[config.mk]
export PLATFORM = sky130hd
export DESIGN_NAME = pipe_stall_ctrl
export DESIGN_NICKNAME = d
export VERILOG_FILES = /design/src/rtl/pipe_stall_ctrl_pkg.sv /design/src/rtl/pipe_stall_ctrl_hazard_detect.sv /design/src/rtl/pipe_stall_ctrl.sv
export SDC_FILE = /design/constraint.sdc
export NUM_CORES = 1
export LEC_CHECK = 0
export CAP_MARGIN = 20
export CORE_MARGIN = 4
export CORE_UTILIZATION = 55
export CTS_CLUSTER_SIZE = 16
export DETAILED_ROUTE_END_ITERATION = 6
export DONT_BUFFER_PORTS = 1
export GPL_TIMING_DRIVEN = 0
export PLACE_DENSITY = 0.72
export SLEW_MARGIN = 20
export SYNTH_ARGS = -nofsm -noshare
export SYNTH_HDL_FRONTEND = slang
export SYNTH_SLANG_ARGS = --single-unit
[constraint.sdc]
create_clock -name clk_i -period 3.5 [get_ports clk_i]
set_clock_uncertainty 0.05 [all_clocks]
set_input_delay 0.7 -clock clk_i [delete_from_list [all_inputs] [get_ports clk_i]]
set_output_delay 0.7 -clock clk_i [all_outputs]
set_load 0.005 [all_outputs]
[src/rtl/pipe_stall_ctrl_pkg.sv]
// Shared pipeline definitions: memory-handshake FSM encoding, counter widths
// and the default memory-timeout length.
package pipe_stall_ctrl_pkg;

    typedef enum logic [1:0] {
        IDLE = 2'b00,
        BUSY = 2'b01,
        DONE = 2'b10
    } ctrlStateT;

    localparam int DEFAULT_TIMEOUT_CYCLES = 64;
    localparam int WAIT_CNT_W             = 8;
    localparam int STALL_CNT_W            = 16;
    localparam int REG_ADDR_W             = 5;

    // Register 0 is hard-wired to zero, so it never carries a real dependency.
    function automatic logic regDepends(input logic [REG_ADDR_W-1:0] dst,
                                        input logic [REG_ADDR_W-1:0] src);
        return (dst != '0) && (dst == src);
    endfunction

endpackage

[src/rtl/pipe_stall_ctrl_hazard_detect.sv]
// Load-use hazard detection: the ID-stage instruction reads the register
// that the load currently in EX has not yet produced.
module hazard_detect
    import pipe_stall_ctrl_pkg::*;
(
    input  logic                  idexMemRead,
    input  logic [REG_ADDR_W-1:0] idexRt,
    input  logic [REG_ADDR_W-1:0] ifidRs,
    input  logic [REG_ADDR_W-1:0] ifidRt,
    output logic                  loadUse
);

    assign loadUse = idexMemRead &&
                     (regDepends(idexRt, ifidRs) || regDepends(idexRt, ifidRt));

endmodule

[src/rtl/pipe_stall_ctrl.sv]
// Pipeline stall controller: sequences data-memory accesses through an
// IDLE/BUSY/DONE handshake and merges memory and load-use stalls.
module pipe_stall_ctrl
    import pipe_stall_ctrl_pkg::*;
#(
    parameter int TIMEOUT_CYCLES = DEFAULT_TIMEOUT_CYCLES
) (
    input  logic                   clk_i,
    input  logic                   rst_i,
    input  logic                   mem_req_i,
    input  logic                   mem_ack_i,
    input  logic                   IDEX_MemRead_i,
    input  logic [REG_ADDR_W-1:0]  IDEX_Rt_i,
    input  logic [REG_ADDR_W-1:0]  IFID_Rs_i,
    input  logic [REG_ADDR_W-1:0]  IFID_Rt_i,
    output logic                   mem_start_o,
    output logic                   pc_stall_o,
    output logic                   ifid_stall_o,
    output logic                   idex_stall_o,
    output logic                   exmem_stall_o,
    output logic                   memwb_stall_o,
    output logic                   idex_flush_o,
    output logic                   err_o,
    output logic [STALL_CNT_W-1:0] stall_cnt_o
);

    localparam logic [WAIT_CNT_W-1:0] WAIT_LAST = WAIT_CNT_W'(TIMEOUT_CYCLES - 1);

    ctrlStateT              state;
    logic [WAIT_CNT_W-1:0]  waitCnt;
    logic [STALL_CNT_W-1:0] stallCnt;
    logic                   memStall;
    logic                   loadUse;

    hazard_detect hazardDetect (
        .idexMemRead (IDEX_MemRead_i),
        .idexRt      (IDEX_Rt_i),
        .ifidRs      (IFID_Rs_i),
        .ifidRt      (IFID_Rt_i),
        .loadUse     (loadUse)
    );

    // An ack arriving on the very last wait cycle still counts as success.
    always_ff @(posedge clk_i or negedge rst_i) begin
        if (!rst_i) begin
            state   <= IDLE;
            waitCnt <= '0;
            err_o   <= 1'b0;
        end else begin
            case (state)
                IDLE: begin
                    if (mem_req_i) begin
                        state   <= BUSY;
                        waitCnt <= '0;
                    end
                end
                BUSY: begin
                    if (mem_ack_i) begin
                        state   <= DONE;
                        waitCnt <= '0;
                    end else if (waitCnt == WAIT_LAST) begin
                        state   <= DONE;
                        waitCnt <= '0;
                        err_o   <= 1'b1;
                    end else begin
                        waitCnt <= waitCnt + 1'b1;
                    end
                end
                DONE: begin
                    state <= IDLE;
                end
                default: begin
                    state   <= IDLE;
                    waitCnt <= '0;
                end
            endcase
        end
    end

    always_ff @(posedge clk_i or negedge rst_i) begin
        if (!rst_i) begin
            stallCnt <= '0;
        end else if (memwb_stall_o && (stallCnt != '1)) begin
            stallCnt <= stallCnt + 1'b1;
        end
    end

    assign stall_cnt_o = stallCnt;
    assign memStall    = ((state == IDLE) && mem_req_i) || (state == BUSY);
    assign mem_start_o = (state == IDLE) && mem_req_i;

    // A memory stall freezes the whole pipe, so it overrides the load-use bubble.
    always_comb begin
        pc_stall_o    = 1'b0;
        ifid_stall_o  = 1'b0;
        idex_stall_o  = 1'b0;
        exmem_stall_o = 1'b0;
        memwb_stall_o = 1'b0;
        idex_flush_o  = 1'b0;
        if (memStall) begin
            pc_stall_o    = 1'b1;
            ifid_stall_o  = 1'b1;
            idex_stall_o  = 1'b1;
            exmem_stall_o = 1'b1;
            memwb_stall_o = 1'b1;
        end else if (loadUse) begin
            pc_stall_o   = 1'b1;
            ifid_stall_o = 1'b1;
            idex_flush_o = 1'b1;
        end
    end

endmodule
=== Word-level counts from Yosys, hierarchy flattened ===
Cells that the tools add are included.

* Register bits: 27
* Latch bits: 0
* Memory bits (writable): 0
* Bits in read-only memories: 0
* Input port bits: 20
* Logic and storage cells: 40
* Memories: 0

* Add/subtract/negate cells: 2
* $mul: 0
* Div/mod/pow operators: 0
* $lt $le $gt $ge: 0
* Equality and inequality tests: 8
* Shifts and indexed selects: 0
* Multiplexer cells: 12
* Bitwise operators: 2
* Reductions and logical operators: 12

{| class="wikitable"
|+ Operators by type and width
! kind !! count
|-
| $mux 8 || 3
|-
| $pmux 8 s3 || 1
|-
| $add 16x1->16 const B || 1
|-
| $ne 16x16->1 const B || 1
|-
| $eq 5x5->1 || 2
|-
| $add 8x1->8 const B || 1
|-
| $eq 8x6->1 const B || 1
|-
| $mux 2 || 3
|-
| $logic_and 1x1->1 || 5
|-
| $reduce_bool 5->1 || 1
|-
| $mux 1 || 4
|-
| $pmux 2 s2 || 1
|-
| $reduce_and 2->1 || 2
|-
| $ne 3x3->1 const B || 1
|-
| $reduce_and 3->1 || 1
|-
| $eq 2x1->1 const B || 1
|-
| $eq 2x2->1 const B || 1
|-
| $logic_not 2->1 || 1
|-
| $logic_or 1x1->1 || 2
|-
| $ne 2x2->1 const B || 1
|-
| $not 1->1 || 2
|}

=== Longest topological paths before layout ===
* Word-level depth: 6
* Mapped depth: 5

=== By module ===
Synthesis repeated with hierarchy kept, for this count alone.

* Cells, all modules: 150
* Area, all modules: 1486.4 sq um

{| class="wikitable"
|+ Modules (own cells, without submodules)
! module !! instances !! cells an instance !! area each (sq um) !! sequential area each (sq um)
|-
| pipe_stall_ctrl || 1 || 133 || 1361.3 || 675.6
|-
| hazard_detect || 1 || 17 || 125.1 || 0.0
|}

=== Least setup slack after synthesis ===
OpenSTA, ideal clock, no wires.

* Kind: input -> output
* Start: input port IDEX_Rt_i[1]
* End: output port pc_stall_o
* Data arrival time: 1679 ps
* Required time: 2750 ps
* Slack: 1071 ps
* Stages: 4
* Path buffers: 1
* Cells stage by stage: or4_1 o21ai_0 o21ai_0 buf_4

* Longest elaborated chain between the ends: 6
* Elaborated cells on any way between the ends: 9
* Classes of those cells: eq/ne: 2; mux: 2; reduce/logical: 5

{| class="wikitable"
|+ RTL lines
! what !! line !! RTL
|-
| from (decl) || pipe_stall_ctrl.sv:13 || <nowiki>input logic [REG_ADDR_W-1:0] IDEX_Rt_i,</nowiki>
|-
| $eq 5x5->1 / $reduce_bool 5->1 (equally long branches) || pipe_stall_ctrl_pkg.sv:19 || <nowiki>return (dst != '0) && (dst == src);</nowiki>
|-
| $logic_and 1x1->1 || pipe_stall_ctrl_pkg.sv:19 ||
|-
| $logic_or 1x1->1 (*) || pipe_stall_ctrl_hazard_detect.sv:14 || <nowiki>(regDepends(idexRt, ifidRs) || regDepends(idexRt, ifidRt));</nowiki>
|-
| $logic_and 1x1->1 (*) || pipe_stall_ctrl_hazard_detect.sv:13 || <nowiki>assign loadUse = idexMemRead &&</nowiki>
|-
| $mux 1 (*) (2 in series) || n/a ||
|-
| to (decl) || pipe_stall_ctrl.sv:17 || <nowiki>output logic pc_stall_o,</nowiki>
|}

Mark *: on every way between the ends. The rest lies on a longest branch, timed or not.

=== Worst setup path after layout ===
Ends and elaborated chain as after synthesis.

==> impl_results.rst <==
.. list-table::
   :header-rows: 1

   * - Metric
     - Value
   * - Async set-reset flop share out of synthesis
     - 1.00
   * - Data required, critical path
     - 2.75 ns
   * - Most instantiated flip-flop cell in the synthesis netlist
     - dfrtp_1
   * - Core area
     - 2570 sq um
   * - Total iterations of the first detailed-routing run
     - 4
   * - Met2 Use GR
     - 0.302
   * - Hold slack
     - 0.120 ns
   * - Busiest layer in global routing
     - met2
   * - Post-synth EDFFs
     - 0
   * - Kind of launch point of the worst setup path
     - input pin
   * - Synthesized net count
     - 170
   * - Number of synthesized register bits
     - 27
   * - RD Place Congestion
     - 0.822
   * - Run status
     - finished clean
   * - Chip Height
     - 60.9 um
   * - Width of the chip
     - 60.9 um
   * - Category of the most critical setup path
     - input pin to output pin
   * - Global-route wire length before repair
     - 5050 um
   * - Global-route usage over all layers
     - 0.180
   * - Largest net degree at the start of global routing
     - 28
   * - Initial antenna violation count
     - 0
   * - Max IR drop VDD
     - 397 uV
   * - Fill cells
     - 217
   * - Share of the synthesized area in the top cell type
     - 0.439
   * - Root cell of the clock tree
     - clkbuf_4
   * - Cts bufs inserted
     - 3
   * - Number of cells produced by synthesis
     - 148
   * - Maximum number of buffers from clock root to sink
     - 2
   * - Number of port buffers
     - 0
   * - Synthesized area per cell
     - 10.4 sq um
   * - Netlist area before placement
     - 1540 sq um
   * - Detailed-route vias per instance
     - 6.10
   * - Die outline area
     - 3710 sq um
   * - Detailed-route wire length
     - 2940 um
   * - Max Slew Vio Count
     - 0
   * - Remaining global-route overflow
     - 0
   * - Antenna cells
     - 0
   * - Fraction of layout cells with a size suffix above 1
     - 0.131
   * - Cell count of the worst reg-to-reg path
     - 5
   * - Clock sinks
     - 27
   * - Post-route DRC violation count
     - 0
   * - Final period demand of the worst path
     - 2.51 ns
   * - Number of cell rows
     - 18
   * - CTS clock-pin slew for the worst setup and hold paths
     - 0.15 ns
   * - Fraction of met3 tracks used by global routing
     - 0.0553
   * - RSZ-0062 raised after global routing
     - false
   * - Leading cell types by total area after synthesis
     - dfrtp_1 44%, xor2_1 13%, nor2_1 2.9%, xnor2_1 2.8%, o2111ai_1 2.3%
   * - Number of nets in the layout
     - 176
   * - Cell accounting for the most synthesized area
     - dfrtp_1
   * - Tightest Pin Transition
     - 0.604 ns
   * - Standby leakage power
     - 0.718 nW
   * - Vias
     - 1117
   * - Vias in the first global route
     - 1162
   * - Post-detail-place hpwl
     - 2270 um
   * - Routing usage on met1
     - 0.226
   * - Beginning of the worst register-to-register path
     - stall_cnt_o[0]
   * - CTS tree
     - yes
   * - Number of synthesis warnings
     - 0
   * - Maximum achievable frequency
     - 399 MHz
   * - Number of design-rule violations left by the first detailed-router iteration
     - 24
   * - Final Hold Vio Count
     - 0
   * - Setup TNS
     - 0 ns
   * - Initial standard-cell utilization of the core
     - 0.599
   * - Crit. End Element
     - output pin
   * - Most numerous cell in the Yosys netlist
     - dfrtp_1
   * - Highest fanout seen on the critical path
     - 3
   * - H-tree depth
     - 1
   * - Hold crit path type
     - input pin to asynchronous set/reset pin
   * - Top post-synthesis cells by count
     - 27 x dfrtp_1, 22 x xor2_1, 12 x nor2_1
   * - Data arrival time of the worst path
     - 1.76 ns
   * - # IOs
     - 44
   * - Number of distinct standard cells referenced by the synthesized netlist
     - 41
   * - Worst R2R End
     - stall_cnt_o[1]
   * - Power per Cell Area
     - 545 nW/um^2
   * - Tightest slew margin relative to the limit
     - 0.594
   * - Worst-Skew Late Latency
     - 0.32 ns
   * - Post-synthesis to final-layout area growth
     - 5.53%
   * - Reg-to-reg slack, setup
     - 1.63 ns
   * - Count of endpoints failing setup in the final report
     - 0
   * - Drt wl/cell
     - 16.0 um
   * - Total of max-cap violations
     - 0
   * - Seq/Total Area, Yosys
     - 0.439
   * - Post-DRT Antenna Nets
     - 0
   * - Part of the cycle the worst path needs
     - 0.717
==> how the worst max path moves through the flow <==
stage	startpoint	to	slack, ns	cells past startpoint
global placement	IDEX_Rt_i[1]	pc_stall_o	1.0	4
finish	IDEX_Rt_i[1]	pc_stall_o	0.99	4
CTS	IDEX_Rt_i[1]	pc_stall_o	0.98	4
global route	IDEX_Rt_i[1]	pc_stall_o	0.84	4
floorplan	IDEX_Rt_i[1]	pc_stall_o	1.07	4
detailed placement	IDEX_Rt_i[1]	pc_stall_o	0.98	4
==> area by class of cell <==
cell class                 count  area [sq um]  area share
sequential                    27           676       0.416
timing repair buffer           1          20.0      0.0123
inverter                       3          11.3     0.00693
clock buffer                   3          22.5      0.0139
clock inverter                 1          5.00     0.00308
multi-input combinational    113           820       0.505
buffer                         5          32.5      0.0200
tap                           30          37.5      0.0231
==> state kept, by name (all words and copies together) (netlist names) <==
| name | flops |
|---|---|
| state | 2 |
| stall_cnt_o | 16 |
| err_o | 1 |
| waitCnt | 8 |
==> logic make-up after synthesis <==
group / synth area share
AOI/OAI and AO/OA: 0.137
buffers and inverters: 0.0285
DFF: 0.439
muxes: 0.0146
adders and majority gates: 0.0163
xor gates and xnor gates: 0.154
and+or+nand+nor: 0.211
==> metrics by stage <==
step	setup WS, ns	cell area [sq um]	util	power (W)	std cells
after global placement	0.996	1580	0.614	0.000737	178
final	0.991	1620	0.633	0.000886	183
after CTS	0.984	1620	0.633	0.000893	183
after floorplan	1.07	1540	-	0.000685	148
after global routing	0.842	1620	0.633	0.000959	183
after detailed placement	0.980	1580	0.614	0.000749	178
==> metal layers <==
metal  part of all wire  vias up
li1                   -      542
met3              0.080        2
met4             0.0058        0
met2               0.47       44
met5                  0        -
met1               0.45      529
==> timing repair <==
item / 4_1_cts / 5_1_grt
setup endpoints to repair: 0 / 0
buffers inserted: 0 / 0
resized for setup: 0 / 0
hold buffers: 1 / 0
endpoints found under the hold margin: 27 / 0
==> placed cells by master, fill, tap and decap left out, drive strengths merged, types with 2 or more instances in the layout <==
cell type  instances
nand3              6
buf                6
nand4              4
a21oi              6
o2111ai            4
dfrtp             27
nor3               6
and3               5
nand2              8
nor3b              2
clkbuf             3
nor4               4
a22o               2
and2               3
xor2              22
mux2               2
nor2              12
o21ai              5
xnor2              5
inv                3
nand2b             2
ha                 2
==> power by group <==
part / switching (W) / total, W / internal (W)
Combinational: 0.000159 / 0.000283 / 0.000124
Clock: 0.0000917 / 0.000134 / 0.0000428
Sequential: 0.0000952 / 0.000468 / 0.000373
==> worst max-delay path: stages <==
cell and delay, ns:
or4_1 0.52, o21ai_0 0.20, o21ai_0 0.16, buf_4 0.18
Note: power is estimated with default switching activity, not from simulation.
==> edit 1 (same settings) <==
Reset style: synchronous (`rst_i`), changed in 2 clocked blocks.
--- a/src/rtl/pipe_stall_ctrl.sv
+++ b/src/rtl/pipe_stall_ctrl.sv
@@ -42,5 +42,5 @@
 
     // An ack arriving on the very last wait cycle still counts as success.
-    always_ff @(posedge clk_i or negedge rst_i) begin
+    always_ff @(posedge clk_i) begin
         if (!rst_i) begin
             state   <= IDLE;
@@ -78,5 +78,5 @@
     end
 
-    always_ff @(posedge clk_i or negedge rst_i) begin
+    always_ff @(posedge clk_i) begin
         if (!rst_i) begin
             stallCnt <= '0;
Function: differs if rst_i is asserted again (counterexample within 4 cycles, from zero or initial values and one cycle with rst_i low); with rst_i held inactive, the same outputs for 10 cycles.
==> edit 1 against the original RTL <==
Worst setup slack got worse by 4.8 ps; core utilization fell by 1.9 points; routed wire length rose by 9.7%; sequential cell count did not move; final cell count rose by 10%; worst hold slack improved by 350 ps; critical path depth did not move; synthesized area fell by 3.7%; fmax fell by 0.19%; register-to-register slack improved by 30 ps; non-clock buffer count rose by 3; cell area fell by 4.8%.
Power is not compared: it rests on default switching activity, and its combinational part moved more than twofold at a synthesized area within 25%.
==> edit 1: results (changes against the original RTL) <==
| Metric | Value |
|---|---|
| Status | `complete, no violations (unchanged)` |
| Initial DRC count | `56 (was 24)` |
| Placed Cells | `198 (was 178)` |
| Total track usage | `0.1958 (was 0.1801)` |
| Leading post-synthesis cells by cell area | `dfxtp_1 36%, xor2_1 11%, nor2_1 4.1%, a21oi_1 3.7%, or4_1 3.0% (was dfrtp_1 44%, xor2_1 13%, nor2_1 2.9%, xnor2_1 2.8%, o2111ai_1 2.3%)` |
| Wire per inst | `15.94 µm (was 16.04 µm)` |
| Global placement routability congestion | `0.7596 (was 0.8216)` |
| Dpl hpwl | `2.467 mm (was 2.271 mm)` |
| First-pass detailed-route iteration total | `5 (was 4)` |
| Synth cell types | `43 (was 41)` |
| Hold WC Path Type | `reg2reg (was in2async)` |
| Share of cells above drive strength 1 | `0.1105 (was 0.1307)` |
| Crit path DAT | `1760 ps (about the same)` |
| Period minus WS final | `2514 ps (was 2509 ps)` |
| Largest net degree at the start of global routing | `16 (was 28)` |
| Dominant cell type by area after synthesis | `dfxtp_1 (was dfrtp_1)` |
| Post-Synthesis Cells | `168 (was 148)` |
| First-pass GRT wire length | `5.457 mm (was 5.050 mm)` |
| Ys async rst share | `0 (was 1.000)` |
| Worst-Margin Slew | `543.2 ps (was 604.2 ps)` |
| Internal reg-to-reg setup slack | `1660 ps (was 1630 ps)` |
| Psw | `130.4 µW` |
| Post-synthesis sequential area ratio | `0.3649 (was 0.4390)` |
| Final Non-Filler Cells | `202 (was 183)` |
| CTS HTree Levels | `1 (unchanged)` |
| Vias in the first global route | `1311 (was 1162)` |
| Synthesized net count | `190 (was 170)` |
| Pre-CTS setup slack | `987.2 ps (was 980.5 ps)` |
| Setup-failing EPs final | `0 (unchanged)` |
| Worst r2r src | `stall_cnt_o[0] (unchanged)` |
| Reg2reg path depth | `6 (was 5)` |
| Worst reg2reg endpoint | `stall_cnt_o[7] (was stall_cnt_o[1])` |
| Filler cells | `234 (was 217)` |
| Worst VDD drop | `0.2633 mV` |
| Leak pwr | `0.0005463 µW` |
| Synth top cells by count | `27 x dfxtp_1, 18 x xor2_1, 16 x nor2_1 (was 27 x dfrtp_1, 22 x xor2_1, 12 x nor2_1)` |
| Hold Slack | `465.4 ps (was 120.0 ps)` |
| Post-DR vias/cell | `6.292 (was 6.104)` |
edit 1: final cells by class:
type,instances,share of cell area
Inverter,3,0.008091
Clock buffer,3,0.01456
Tap cell,30,0.02427
Multi-Input combinational cell,129,0.5672
Sequential cell,27,0.3495
Buffer,9,0.03317
Clock inverter,1,0.003236
edit 1: worst max path at each step:
stage,startpoint,end,cells past startpoint
floorplan,IDEX_Rt_i[1],pc_stall_o,4
global placement,IDEX_Rt_i[1],pc_stall_o,4
detailed placement,IDEX_Rt_i[1],pc_stall_o,4
CTS,IDEX_Rt_i[1],pc_stall_o,4
global route,IDEX_Rt_i[1],pc_stall_o,4
finish,IDEX_Rt_i[1],pc_stall_o,4
edit 1: layer usage:
metal | share of wire | GRT usage
met1 | 0.41 | 0.2034
met2 | 0.53 | 0.3765
met3 | 0.063 | 0.05616
met4 | 0.0043 | 0.05063
met5 | 0 | 0
edit 1: cells by family (layout without fill, tap and decap cells):
kind of cell             count (synthesis)  after routing  synth area share
flip-flops                              27             27            0.3649
adder cells (fa/ha/maj)                  2              2           0.01689
XOR/XNOR                                18             18            0.1064
AO/OA/AOI/OAI                           41             41            0.1799
multiplexers                             2              2           0.01351
AND/OR/NAND/NOR                         66             66            0.2753
buffers and inverters                   12             16           0.04307
edit 1: power groups by stage:
stage                     Clock (µW)  Sequential [µW]  Combinational (µW)
after floorplan                    0              325                48.2
after global placement             0              326                56.9
after detailed placement           0              326                59.4
after CTS                        138              319                59.6
after global routing             151              321                65.9
final                            132              319                58.8
edit 1: metrics by stage:
| stage | power [µW] | area (µm²) |
|---|---|---|
| after floorplan | 372.7 | 1481 |
| after detailed placement | 385.4 | 1519 |
| after global placement | 382.6 | 1519 |
| final | 509.9 | 1546 |
| after CTS | 516.6 | 1546 |
| after global routing | 537.4 | 1546 |
edit 1: worst max-delay path, cell delays in order:
cell and delay [ps]:
or4_1 520, o21ai_0 210, o21ai_0 160, buf_4 170
==> edit 2 (config.mk and constraints unchanged) <==
Made on the original files. Set the package constant `REG_ADDR_W` to 3 (it was 5).
--- a/src/rtl/pipe_stall_ctrl_pkg.sv
+++ b/src/rtl/pipe_stall_ctrl_pkg.sv
@@ -12,5 +12,5 @@
     localparam int WAIT_CNT_W             = 8;
     localparam int STALL_CNT_W            = 16;
-    localparam int REG_ADDR_W             = 5;
+    localparam int REG_ADDR_W             = 3;
 
     // Register 0 is hard-wired to zero, so it never carries a real dependency.
Ports: changed (resized IDEX_Rt_i, IFID_Rs_i and IFID_Rt_i); port bits go from 44 to 38. No check against the original RTL was run, so the function may have changed too.
==> edit 2 against the original RTL <==
Core utilization fell by 1.3 points; sequential power rose by 1%; first-iteration DRC count grew 13%; sequential cell count stayed put; total power down 6.8%; synthesized area down 4.9%; combinational power fell by 24%; routed wire length shrank 3.0%; count of clock-buffer cells in the layout unchanged; cell area decreased by 4.6%; non-clock buffer count is 1 lower; worst setup slack improved by 290 ps; critical path type is now reg2out.
==> edit 2: results (changes against the original RTL) <==
| Metric | Value |
|---|---|
| Total track usage | `0.1710 (was 0.1801)` |
| IO Port Bufs | `0 (unchanged)` |
| Hold WC Path Type | `in2async (unchanged)` |
| Cell Area, Placed | `1501 µm² (was 1577 µm²)` |
| Clk root buf | `clkbuf_4 (unchanged)` |
| Clk slew on worst S/H paths | `140 ps` |
| First-pass GRT wire length | `4.664 mm (was 5.050 mm)` |
| Cts bufs inserted | `3 (unchanged)` |
| Largest net degree at the start of global routing | `28 (unchanged)` |
| Slew margin rel. | `0.6647 (was 0.5941)` |
| Clock latency on the worst-skew pair | `330 ps` |
| Fin nets | `162 (was 176)` |
| Number of flip-flops in the largest register | `16 (unchanged)` |
| Leading post-synthesis cells by cell area | `dfrtp_1 46%, xor2_1 10%, xnor2_1 4.8%, nor2_1 3.6%, o2111ai_1 2.4% (was dfrtp_1 44%, xor2_1 13%, nor2_1 2.9%, xnor2_1 2.8%, o2111ai_1 2.3%)` |
| Worst r2r src | `stall_cnt_o[7] (was stall_cnt_o[0])` |
| Pre-CTS setup slack | `1321 ps (was 980.5 ps)` |
| Post-synthesis sequential area ratio | `0.4615 (was 0.4390)` |
| First-pass detailed-route iteration total | `6 (was 4)` |
| Slowest cell on crit path | `dfrtp_1 (was or4_1)` |
| Global placement routability congestion | `0.7523 (was 0.8216)` |
| CP max stage delay | `410 ps (was 520 ps)` |
| Wire per inst | `16.27 µm (was 16.04 µm)` |
| Final wirelength | `2.848 mm (was 2.936 mm)` |
| Vias in the first global route | `1098 (was 1162)` |
| Hold Buf Count CTS | `1 (unchanged)` |
| CP Launch Point | `state[0] (was IDEX_Rt_i[1])` |
| Synth cell types | `36 (was 41)` |
| Initial DRC count | `27 (was 24)` |
| Reg2reg path depth | `4 (was 5)` |
| Warnings, synthesis | `0 (unchanged)` |
| Inserted Diodes | `0 (unchanged)` |
| Post-Synthesis Cells | `140 (was 148)` |
| Crit path DAT | `1470 ps (was 1760 ps)` |
| Placed Cells | `170 (was 178)` |
| Leak pwr | `0.0006860 µW (was 0.0007184 µW)` |
| Post-CTS setup buffer count | `0 (unchanged)` |
| Worst VDD drop | `0.4004 mV (was 0.3965 mV)` |
| CTS HTree Levels | `1 (unchanged)` |
| Dpl hpwl | `2.177 mm (was 2.271 mm)` |
| Status | `complete, no violations (unchanged)` |
| Initial antenna violation count | `0 (unchanged)` |
| Post-cts sizing count | `0 (unchanged)` |
| Critical path fanouts, max | `7 (was 3)` |
| Ys async rst share | `1.000 (unchanged)` |
| Max clock buf depth | `2 (unchanged)` |
| Share of cells above drive strength 1 | `0.1379 (was 0.1307)` |
| Synth top cells by count | `27 x dfrtp_1, 17 x xor2_1, 14 x nor2_1 (was 27 x dfrtp_1, 22 x xor2_1, 12 x nor2_1)` |
| Post-DR vias/cell | `6.131 (was 6.104)` |
[edit 2: path summary, 6_finish.rpt]
check / slack, ps / to
min reg2reg: 460 / err_o
max in group asynchronous: 3140 / stall_cnt_o[0]
max reg2reg: 1660 / stall_cnt_o[1]
min: 110 / waitCnt[0]
min in group clk_i: 460 / err_o
max: 1280 / idex_stall_o
[edit 2: routing by layer]
| layer | global-route usage | routed length (µm) | up-vias |
|---|---|---|---|
| met3 | 0.05447 | 263 | 6 |
| met5 | 0 | 0 | - |
| met2 | 0.2715 | 1281 | 46 |
| met1 | 0.2218 | 1279 | 508 |
| met4 | 0.05380 | 23 | 0 |
| li1 | - | - | 513 |
[edit 2: final cells by class]
class	count	area [µm²]
plain buffers	4	27.53
clock buffers	3	22.52
clock inverters	1	5.005
fillers	203	950.9
inverters	3	11.26
multi-input cells	106	749.5
flip-flops and latches	27	675.6
well taps	30	37.54
repair buffers	1	20.02
[edit 2: cell families (layout without fill, tap and decap cells)]
family / Yosys count / after routing / synth area share
simple gates: 56 / 56 / 0.2265
flops: 27 / 27 / 0.4615
xor+xnor: 25 / 25 / 0.1496
compound gates: 22 / 22 / 0.1085
buf+inv: 7 / 12 / 0.02649
fa+ha+maj: 2 / 2 / 0.01709
mux: 1 / 1 / 0.01025
[edit 2: worst max-delay path, delay by kind of cell (launching register included)]
| family | cells | cell delay [ps] |
|---|---|---|
| AO/OA/AOI/OAI | 1 | 360 |
| flip-flops | 1 | 410 |
| buffers and inverters | 2 | 370 |
[edit 2: power breakdown]
part	total (µW)	internal (µW)	switching [µW]
logic	216	100	116
registers	473	372	101
clock network	136	42.9	93.4
